**src/rtl/step_ctrl_pkg.sv**
```systemverilog
// Shared types and constants for the step move controller and its period timer.
package step_ctrl_pkg;

   typedef enum logic [1:0] {
      ST_IDLE  = 2'd0,
      ST_SETUP = 2'd1,
      ST_RUN   = 2'd2,
      ST_DONE  = 2'd3
   } step_state_e;

   localparam int   MIN_PERIOD = 2;
   localparam logic CW         = 1'b0;
   localparam logic CCW        = 1'b1;

endpackage

```
**src/rtl/step_move_controller_if.sv**
```systemverilog
// Move command channel: valid/ready handshake with step count, direction, period, plus abort.
interface step_move_controller_if #(
   parameter int STEP_W   = 16,
   parameter int PERIOD_W = 20
);
   logic                cmd_valid;
   logic                cmd_ready;
   logic [STEP_W-1:0]   cmd_steps;
   logic                cmd_dir;
   logic [PERIOD_W-1:0] cmd_period;
   logic                abort;

   modport master (
      output cmd_valid, cmd_steps, cmd_dir, cmd_period, abort,
      input  cmd_ready
   );

   modport slave (
      input  cmd_valid, cmd_steps, cmd_dir, cmd_period, abort,
      output cmd_ready
   );
endinterface

```
**src/rtl/step_period_timer.sv**
```systemverilog
// Loadable down-counter giving a one-cycle expire strobe one interval after each load.
// With STEP_RAMP_EN defined the interval ramps down from RAMP_START toward the commanded period.
module step_period_timer #(
   parameter int PERIOD_W = 20
`ifdef STEP_RAMP_EN
   ,
   parameter int RAMP_START = 50000,
   parameter int RAMP_DEC   = 1000
`endif
) (
   input  logic                clk,
   input  logic                rst_n,
   input  logic                load_i,
`ifdef STEP_RAMP_EN
   input  logic                first_i,
`endif
   input  logic [PERIOD_W-1:0] period_i,
   output logic                expire_o
);

   logic [PERIOD_W-1:0] interval;
   logic [PERIOD_W-1:0] cnt_q;
   logic                armed_q;

`ifdef STEP_RAMP_EN
   localparam logic [PERIOD_W-1:0] RS = PERIOD_W'(RAMP_START);
   localparam logic [PERIOD_W:0]   RD = (PERIOD_W+1)'(RAMP_DEC);

   logic [PERIOD_W-1:0] ramp_q;
   logic [PERIOD_W:0]   floor_w;

   // Extra bit on the floor compare so period + RAMP_DEC cannot overflow.
   always_comb begin
      floor_w = {1'b0, period_i} + RD;
      if (first_i)
         interval = (period_i >= RS) ? period_i : RS;
      else if ({1'b0, ramp_q} > floor_w)
         interval = ramp_q - RD[PERIOD_W-1:0];
      else
         interval = period_i;
   end

   always_ff @(posedge clk or negedge rst_n) begin
      if (!rst_n)
         ramp_q <= '0;
      else if (load_i)
         ramp_q <= interval;
   end
`else
   assign interval = period_i;
`endif

   always_ff @(posedge clk or negedge rst_n) begin
      if (!rst_n) begin
         cnt_q   <= '0;
         armed_q <= 1'b0;
      end else if (load_i) begin
         cnt_q   <= interval - 1'b1;
         armed_q <= 1'b1;
      end else if (cnt_q != '0) begin
         cnt_q   <= cnt_q - 1'b1;
      end else begin
         armed_q <= 1'b0;
      end
   end

   assign expire_o = armed_q && (cnt_q == '0);

endmodule

```
**src/rtl/step_move_controller.sv**
```systemverilog
// Step sequencer: accepts move commands and emits one registered step pulse per step,
// with a direction setup interval before the first pulse. Ramp option: STEP_RAMP_EN.
//
//   state    | meaning
//   ST_IDLE  | cmd_ready high, waiting for a command
//   ST_SETUP | dir driven, counting DIR_SETUP cycles before the first pulse
//   ST_RUN   | issuing pulses on timer expiry until steps_left reaches 0
//   ST_DONE  | one-cycle done strobe, then back to idle
module step_move_controller
   import step_ctrl_pkg::*;
#(
   parameter int STEP_W    = 16,
   parameter int PERIOD_W  = 20,
   parameter int DIR_SETUP = 4
`ifdef STEP_RAMP_EN
   ,
   parameter int RAMP_START = 50000,
   parameter int RAMP_DEC   = 1000
`endif
) (
   input  logic              clk,
   input  logic              rst_n,
   step_move_controller_if.slave cmd,
   output logic              step_pulse,
   output logic              dir,
   output logic              busy,
   output logic              done,
   output logic [STEP_W-1:0] steps_left
);

   localparam int SETUP_W = (DIR_SETUP > 1) ? $clog2(DIR_SETUP) : 1;
   localparam logic [SETUP_W-1:0] SETUP_INIT = SETUP_W'(DIR_SETUP - 1);

   step_state_e          state_q;
   logic                 cmd_ready_q;
   logic                 step_pulse_q;
   logic                 dir_q;
   logic                 busy_q;
   logic                 done_q;
   logic [STEP_W-1:0]    steps_left_q;
   logic [PERIOD_W-1:0]  period_q;
   logic [SETUP_W-1:0]   setup_cnt_q;

   logic                 accept;
   logic                 fire;
   logic                 tmr_expire;
   logic [PERIOD_W-1:0]  period_clamped;

   assign accept         = (state_q == ST_IDLE) && cmd_ready_q && cmd.cmd_valid;
   assign period_clamped = (cmd.cmd_period < PERIOD_W'(MIN_PERIOD)) ? PERIOD_W'(MIN_PERIOD)
                                                                    : cmd.cmd_period;

   // Abort has priority over a pulse that would fire on the same edge.
   assign fire = !cmd.abort &&
                 (((state_q == ST_SETUP) && (setup_cnt_q == '0)) ||
                  ((state_q == ST_RUN) && (steps_left_q != '0) && tmr_expire));

   step_period_timer #(
      .PERIOD_W   (PERIOD_W)
`ifdef STEP_RAMP_EN
      ,
      .RAMP_START (RAMP_START),
      .RAMP_DEC   (RAMP_DEC)
`endif
   ) u_timer (
      .clk      (clk),
      .rst_n    (rst_n),
      .load_i   (fire),
`ifdef STEP_RAMP_EN
      .first_i  (state_q == ST_SETUP),
`endif
      .period_i (period_q),
      .expire_o (tmr_expire)
   );

   always_ff @(posedge clk or negedge rst_n) begin
      if (!rst_n) begin
         state_q      <= ST_IDLE;
         cmd_ready_q  <= 1'b0;
         step_pulse_q <= 1'b0;
         dir_q        <= CW;
         busy_q       <= 1'b0;
         done_q       <= 1'b0;
         steps_left_q <= '0;
         period_q     <= PERIOD_W'(MIN_PERIOD);
         setup_cnt_q  <= '0;
      end else begin
         step_pulse_q <= fire;
         done_q       <= 1'b0;
         if (fire)
            steps_left_q <= steps_left_q - 1'b1;

         case (state_q)
            ST_IDLE: begin
               cmd_ready_q <= 1'b1;
               if (accept) begin
                  cmd_ready_q  <= 1'b0;
                  dir_q        <= cmd.cmd_dir;
                  period_q     <= period_clamped;
                  steps_left_q <= cmd.cmd_steps;
                  if (cmd.cmd_steps == '0) begin
                     state_q <= ST_DONE;
                     done_q  <= 1'b1;
                  end else begin
                     state_q     <= ST_SETUP;
                     busy_q      <= 1'b1;
                     setup_cnt_q <= SETUP_INIT;
                  end
               end
            end
            ST_SETUP: begin
               if (cmd.abort) begin
                  state_q <= ST_DONE;
                  done_q  <= 1'b1;
                  busy_q  <= 1'b0;
               end else if (setup_cnt_q == '0) begin
                  state_q <= ST_RUN;
               end else begin
                  setup_cnt_q <= setup_cnt_q - 1'b1;
               end
            end
            ST_RUN: begin
               if (cmd.abort || (steps_left_q == '0)) begin
                  state_q <= ST_DONE;
                  done_q  <= 1'b1;
                  busy_q  <= 1'b0;
               end
            end
            ST_DONE: begin
               state_q     <= ST_IDLE;
               cmd_ready_q <= 1'b1;
            end
            default: begin
               state_q <= ST_IDLE;
               busy_q  <= 1'b0;
            end
         endcase
      end
   end

   assign cmd.cmd_ready = cmd_ready_q;
   assign step_pulse    = step_pulse_q;
   assign dir           = dir_q;
   assign busy          = busy_q;
   assign done          = done_q;
   assign steps_left    = steps_left_q;

endmodule

```
**src/flat_wrapper.sv**
```systemverilog
// flat-port wrapper written by rule: the top's interface ports become plain ports
module step_move_controller_flat import step_ctrl_pkg::*;
#(
   parameter int STEP_W    = 16,
   parameter int PERIOD_W  = 20,
   parameter int DIR_SETUP = 4

)
  (clk, rst_n, step_pulse, dir, busy, done, steps_left, cmd_cmd_valid, cmd_cmd_steps, cmd_cmd_dir, cmd_cmd_period, cmd_abort, cmd_cmd_ready);
  step_move_controller_if #(.STEP_W(STEP_W), .PERIOD_W(PERIOD_W)) cmd_i ();
  input  logic clk;
  input  logic rst_n;
  output logic step_pulse;
  output logic dir;
  output logic busy;
  output logic done;
  output logic [STEP_W-1:0] steps_left;
  input wire logic [$bits(cmd_i.cmd_valid)-1:0] cmd_cmd_valid;
  input wire logic [$bits(cmd_i.cmd_steps)-1:0] cmd_cmd_steps;
  input wire logic [$bits(cmd_i.cmd_dir)-1:0] cmd_cmd_dir;
  input wire logic [$bits(cmd_i.cmd_period)-1:0] cmd_cmd_period;
  input wire logic [$bits(cmd_i.abort)-1:0] cmd_abort;
  output wire logic [$bits(cmd_i.cmd_ready)-1:0] cmd_cmd_ready;
  assign cmd_i.cmd_valid = cmd_cmd_valid;
  assign cmd_i.cmd_steps = cmd_cmd_steps;
  assign cmd_i.cmd_dir = cmd_cmd_dir;
  assign cmd_i.cmd_period = cmd_cmd_period;
  assign cmd_i.abort = cmd_abort;
  assign cmd_cmd_ready = cmd_i.cmd_ready;
  step_move_controller #(.STEP_W(STEP_W), .PERIOD_W(PERIOD_W), .DIR_SETUP(DIR_SETUP)) u_core (.clk(clk), .rst_n(rst_n), .cmd(cmd_i), .step_pulse(step_pulse), .dir(dir), .busy(busy), .done(done), .steps_left(steps_left));
endmodule
```
**config.mk**
```make
export PLATFORM = sky130hd
export DESIGN_NAME = step_move_controller_flat
export DESIGN_NICKNAME = d
export VERILOG_FILES = /design/src/rtl/step_ctrl_pkg.sv /design/src/rtl/step_move_controller_if.sv /design/src/rtl/step_period_timer.sv /design/src/rtl/step_move_controller.sv /design/src/flat_wrapper.sv
export SDC_FILE = /design/constraint.sdc
export NUM_CORES = 1
export LEC_CHECK = 0
export ABC_AREA = 1
export CAP_MARGIN = 5
export CORE_UTILIZATION = 60
export CTS_CLUSTER_DIAMETER = 30
export DETAILED_ROUTE_END_ITERATION = 10
export PLACE_DENSITY_LB_ADDON = 0.15
export SLEW_MARGIN = 20
export SYNTH_ARGS = -nofsm -noshare
export SYNTH_HDL_FRONTEND = slang
export SYNTH_HIERARCHICAL = 1
export SYNTH_SLANG_ARGS = --single-unit
```
**constraint.sdc**
```tcl
create_clock -name clk -period 8 [get_ports clk]
set_clock_uncertainty 0.15 [all_clocks]
set_input_delay 2 -clock clk [delete_from_list [all_inputs] [get_ports clk]]
set_output_delay 2 -clock clk [all_outputs]
set_load 0.01 [all_outputs]
```
==> impl_metrics.yaml <==
power:
  peakVddDrop_mv: 0.348
  power_density_nw_per_um2: 371
  leakagePower_nw: 2.70
min_path:
  hold_class: "reg -> reg"
synthesis:
  ys_seq_area_share_pct: 37.3
  yosys_warnings: 6
  ys_ff_latch: 66
  syn_inst: 654
  ys.flop_type: "dfrtp_1"
  avgSynthCellArea_um2: 6.77
  ys_async_sr_fraction_pct: 100
  synth_nets: 703
  ys_types: 36
  synth_edf_count: 0
  netlist_area_um2: 4430
sta:
  worst_slew_pin_slew_ns: 0.963
  min_period_ns: 4.82
  hold_violations: 0
  slew_headroom_pct: 35.7
  finalSetupViolCount: 0
  whs_ns: 0.332
  rsz0062_at_grt: "no"
  clock.fmax_mhz: 207
  fin_ws_ns: 3.18
  drv_slew: 0
  setup_tns_ns: 0
  period_share_pct: 60.3
die:
  die_w_um: 87.9
  start_util_pct: 63.7
  core-area_um2: 6940
  io_pins: 62
  fp.dieH_um: 87.9
  rows: 30
  die_area_um2: 7730
cts:
  cts_root_buf: "clkbuf_8"
  postCtsSetupBuffers: 0
  path_clk_slew_ns: 0.09
  cts.sinks: 66
  clockBufferDepth: 2
  cts_made_buffers: 9
  ctsHoldBuffers: 0
  cts_resized: 0
  htreeDepth: 3
  cts_tree: "done"
  clk_latency_ns: 0.35
setup_path:
  start_kind: "input port"
  critPathMaxStageDelay_ns: 0.58
  end_kind: "register"
  worstPathRequired_ns: 8.13
  crit_chain: "clkdlybuf4s50_1 > inv_1 > nand3_2 > nand2_4 > nand2_1 > o21ai_2 > ha_1 > inv_1 > nor2_1 > nand2_1 > nor2_4 > nand3_1 > a21oi_1"
  criticalPathCategory: "in -> reg"
  cpMaxStageDelayCell: "nand2_4"
  cp.arrival_ns: 4.95
  worstPathMaxFanout: 54
route:
  vias: 4402
  drc: 0
  ant_nets: 0
  drt_wl_total_um: 11200
  vias_per_cell: 5.43
  drtPass1Iterations: 5
  wire_per_inst_um: 13.8
  drt_iter0_drc: 276
finish:
  final_common_cell: "nand2_1"
  fin_nets: 759
  fillers: 551
  drive_above_1_share_pct: 10.9
  num_antenna_cells: 0
  final_cell_mix: "nand2_1, inv_1, dfrtp_1, nor2_1, clkdlybuf4s50_1"
  syn_to_final_growth_pct: 19.9
  fin_util_pct: 76.4
placement:
  gp_congestion: 0.892
  dp_hpwl_um: 7990
  dp_slack_ns: 2.86
  portBuffers: 61
flow_run:
  maxCapViolCount: 0
global_route:
  grt_pass1_vias: 4125
  antenna_found_initial: 0
  grt_max_degree: 67
  grt_pass1_wl_um: 18700
  track_usage_pct: 31.4
  gr-total-overflow: 0
outcome:
  status: "complete, no violations"
[flip-flops by register name, indices dropped and copies added (netlist names)]
name and cells:
u_core/busy 1, u_core/cmd.cmd_ready 1, u_core/period_q 20, u_core/step_pulse 1
u_core/dir 1, u_core/setup_cnt_q 2, u_core/u_timer/cnt_q 20, u_core/state_q 2
u_core/steps_left 16, u_core/u_timer/armed_q 1, u_core/done 1
[final cells by class]
class                   count  area [um2]  area share, %
inverters                  69         264           4.97
well taps                  96         120           2.26
repair buffers             63         621           11.7
clock buffers               9         124           2.33
clock inverters             7         141           2.66
multi-input cells         501        2380           44.9
flip-flops and latches     66        1650           31.1
[synth_stat cells, types with 2 or more instances]
master / instances / area share (%)
nand2_1: 259 / 22
inv_1: 66 / 5.6
dfrtp_1: 65 / 37
nor2_1: 62 / 5.3
nand3_1: 41 / 4.6
o21ai_0: 25 / 2.8
nand2_2: 23 / 3.3
a21oi_1: 15 / 1.7
nor2_2: 13 / 1.8
ha_1: 8 / 2.3
nand4_1: 7 / 0.99
nor2_4: 7 / 1.8
buf_6: 6 / 1.5
clkbuf_1: 6 / 0.51
nand3b_1: 6 / 1.0
o21ai_1: 5 / 0.57
xor2_1: 5 / 0.99
buf_2: 4 / 0.45
nand3_2: 4 / 0.90
nor3_1: 3 / 0.34
o21ai_2: 3 / 0.59
a21oi_2: 2 / 0.40
buf_4: 2 / 0.34
inv_2: 2 / 0.17
nand2_4: 2 / 0.51
nor4_1: 2 / 0.28
xnor2_1: 2 / 0.40
[cell families (layout without fill, tap and decap cells)]
logic type | after synthesis | count (layout) | synth area share (%)
adders and majority gates | 8 | 8 | 2.26
DFF | 66 | 66 | 37.3
xor gates and xnor gates | 7 | 7 | 1.38
AOI/OAI and AO/OA | 54 | 54 | 6.78
and+or+nand+nor | 432 | 432 | 43.4
buffers and inverters | 87 | 148 | 8.79
[worst max-delay path: cells and delay by family]
kind                     cells  cell delay, ns
AO/OA/AOI/OAI                2            0.29
adder cells (fa/ha/maj)      1            0.22
buffers and inverters        3            0.70
AND/OR/NAND/NOR              7            1.74
[stage by stage]
stage / instance area [um2] / cells / power, mW
floorplan: 4430 / 654 / 1.28
global placement: 5040 / 795 / 1.53
detailed placement: 5040 / 795 / 1.57
CTS: 5310 / 811 / 1.96
global route: 5310 / 811 / 2.12
finish: 5310 / 811 / 1.97
[metal layers]
layer	GRT usage (%)	vias to the layer above	wire length, um
met5	0	-	0
met2	52.1	191	5330
met4	10.7	0	169
met1	42.5	2048	5050
met3	4.05	18	675
li1	-	2145	-
[path summary, 6_finish.rpt]
path | endpoint | start | cells past startpoint | slack, ns
setup / recovery | u_core/u_timer/cnt_q[10] | cmd_abort | 13 | 3.18
hold / removal | u_core/dir | u_core/dir | 2 | 0.33
setup reg to reg | u_core/u_timer/cnt_q[10] | u_core/u_timer/cnt_q[18] | 17 | 4.17
hold reg to reg | u_core/dir | u_core/dir | 2 | 0.33
max in group asynchronous | u_core/period_q[16] | rst_n | 2 | 5.43
min in group asynchronous | u_core/steps_left[7] | rst_n | 2 | 1.66
[report_power, final]
part	internal [mW]	total, mW	switching, mW	leakage [nW]
Sequential	0.487	0.620	0.132	0.808
Combinational	0.375	0.971	0.596	1.76
Clock	0.239	0.378	0.139	0.129
Total	1.10	1.97	0.867	2.70
(Power assumes the default switching activity.)
==> patch: new RTL, same flow settings <==
`STEP_W` is set to 16 in 3 places; all go to 20.
--- a/src/rtl/step_move_controller_if.sv
+++ b/src/rtl/step_move_controller_if.sv
@@ -1,5 +1,5 @@
 // Move command channel: valid/ready handshake with step count, direction, period, plus abort.
 interface step_move_controller_if #(
-   parameter int STEP_W   = 16,
+   parameter int STEP_W   = 20,
    parameter int PERIOD_W = 20
 );
--- a/src/rtl/step_move_controller.sv
+++ b/src/rtl/step_move_controller.sv
@@ -10,5 +10,5 @@
    import step_ctrl_pkg::*;
 #(
-   parameter int STEP_W    = 16,
+   parameter int STEP_W    = 20,
    parameter int PERIOD_W  = 20,
    parameter int DIR_SETUP = 4
--- a/src/flat_wrapper.sv
+++ b/src/flat_wrapper.sv
@@ -2,5 +2,5 @@
 module step_move_controller_flat import step_ctrl_pkg::*;
 #(
-   parameter int STEP_W    = 16,
+   parameter int STEP_W    = 20,
    parameter int PERIOD_W  = 20,
    parameter int DIR_SETUP = 4
Ports: changed (resized cmd_cmd_steps and steps_left); port bits go from 62 to 70. No check against the original RTL was run, so the function may have changed too.
==> patch against the original RTL <==
- routed wire length up 7.1%
- design area up 5.8%
- cell count up 7.0%
- hold slack better by 7.7 ps
- register-to-register slack worse by 150 ps
- combinational power up 13%
- setup slack worse by 440 ps
- power up 5.0%
- sequential cell count up 4
- synthesized area up 6.9%
- non-clock buffer count up 9
- critical path type unchanged
- critical endpoint is now u_core/u_timer/cnt_q[18]$_DFFE_PN0P_
==> patch: results <==
group,metric,value,unit
outcome,status,"finished clean",
cells_and_area,nets,813,
synth,yosysSeqAreaShare,0.370,
synth,syn-num-nets,751,
synth,synth_common_cells,"nand2_1 (291), dfrtp_1 (69), nor2_1 (67)",
cells_and_area,drive_gt1_frac,0.102,
timing,relSlewSlack,0.407,
clock_network,cts_resized,0,
routing,drt_iter0_drc,323,
global_route,grt_usage,0.310,
routing,wl_met2,5580,um
place,finalWeightedCongestion,0.962,
global_route,use_met3,0.0724,
cells_and_area,antennaDiodeCount,0,
setup_path,arrival,5380,ps
global_route,met1_usage,0.419,
cells_and_area,fillers,655,
routing,dr_wl_met3,761,um
setup_path,crit_path_max_incr_delay,570,ps
clock_network,clkTransAtPathRegs,70,ps
routing,wl_met1,5470,um
synth,synth_most_common_cell,"nand2_1",
synth,ys_top_cells_by_area,"dfrtp_1 (36%), nand2_1 (23%), nor2_1 (5.3%)",
global_route,grt_use_met2,0.497,
place,dp_hpwl,8600,um
clock_network,clockBufferDepth,2,
synth,synth.distinct_cells,38,
global_route,grt_pass1_wl,20400,um
synth,ys_warn_count,6,
routing,highest_layer,"met4",
synth,synthArstFlopShare,1.00,
routing,wire_per_inst,13.8,um
setup_path,critPathMaxFanout,58,
global_route,grt_max_degree,71,
power,ir_drop,0.000241,V
power,p_leak,2.81,nW
routing,via_count,4665,
setup_path,slowest_stage,"nand2_1",
global_route,grt_pass1_vias,4429,
place,port_buffers,69,
==> patch: changes by cell type in the layout (fill, tap and decap cells not counted), sizes merged, moves of 4 or more <==
| cell | unedited run | this run |
|---|---|---|
| nand2 | 284 | 316 |
| xnor2 | 2 | 9 |
| nand3b | 6 | 0 |
| inv | 69 | 65 |
| nand3 | 46 | 54 |
| o21ai | 33 | 25 |
| dfrtp | 65 | 69 |
| clkbuf | 9 | 13 |
| clkdlybuf4s50 | 60 | 68 |
| nor2 | 82 | 87 |
==> patch: cell families (layout without fill, tap and decap cells) <==
| family | count (synthesis) | in the layout | share of synthesized area |
|---|---|---|---|
| AOI/OAI and AO/OA | 45 | 45 | 0.0542 |
| buffers and inverters | 87 | 154 | 0.0864 |
| and+or+nand+nor | 476 | 476 | 0.445 |
| DFF | 70 | 70 | 0.370 |
| adders and majority gates | 7 | 7 | 0.0185 |
| xor gates and xnor gates | 14 | 14 | 0.0259 |
==> patch: worst paths after layout <==
| kind | startpoint | to | slack [ps] | cells after the start |
|---|---|---|---|---|
| worst max-delay path | cmd_abort | u_core/u_timer/cnt_q[18]$_DFFE_PN0P_ | 2740 | 16 |
| worst min-delay path | u_core/setup_cnt_q[0]$_DFFE_PN0P_ | u_core/setup_cnt_q[0]$_DFFE_PN0P_ | 340 | 1 |
| worst max register to register | u_core/u_timer/cnt_q[3]$_DFFE_PN0P_ | u_core/u_timer/cnt_q[18]$_DFFE_PN0P_ | 4020 | 20 |
| worst min register to register | u_core/setup_cnt_q[0]$_DFFE_PN0P_ | u_core/setup_cnt_q[0]$_DFFE_PN0P_ | 340 | 1 |
| max in group asynchronous | rst_n | u_core/u_timer/cnt_q[17]$_DFFE_PN0P_ | 5420 | 2 |
| min in group asynchronous | rst_n | u_core/steps_left[11]$_DFF_PN0_ | 1700 | 2 |
==> patch: area by class of cell <==
cell class                      instances  area share
Multi-Input combinational cell        542       0.458
Sequential cell                        70       0.312
Timing Repair Buffer                   72       0.126
Inverter                               66      0.0450
Clock buffer                           13      0.0283
Tap cell                              102      0.0227
Clock inverter                          3     0.00758
==> patch: critical path, delay by kind of cell <==
family | cells | cell delay (ps)
fa+ha+maj | 1 | 200
simple gates | 12 | 2240
buf+inv | 3 | 930
==> patch: power by group <==
| group | internal [mW] | switching (mW) |
|---|---|---|
| Clock | 0.161 | 0.135 |
| Sequential | 0.523 | 0.149 |
| Combinational | 0.426 | 0.672 |
| Total | 1.11 | 0.957 |
==> patch: per-stage QoR <==
step           area [sq um]  utilization  setup WS (ps)  cells  total power, mW
6_report               5610        0.730           2740    868             2.07
3_3_place_gp           5410        0.704           2640    852             1.71
3_5_place_dp           5410        0.704           2450    852             1.75
4_1_cts                5610        0.730           2840    868             2.06
5_1_grt                5610        0.730           2390    868             2.25
2_1_floorplan          4730            -           3950    699             1.42
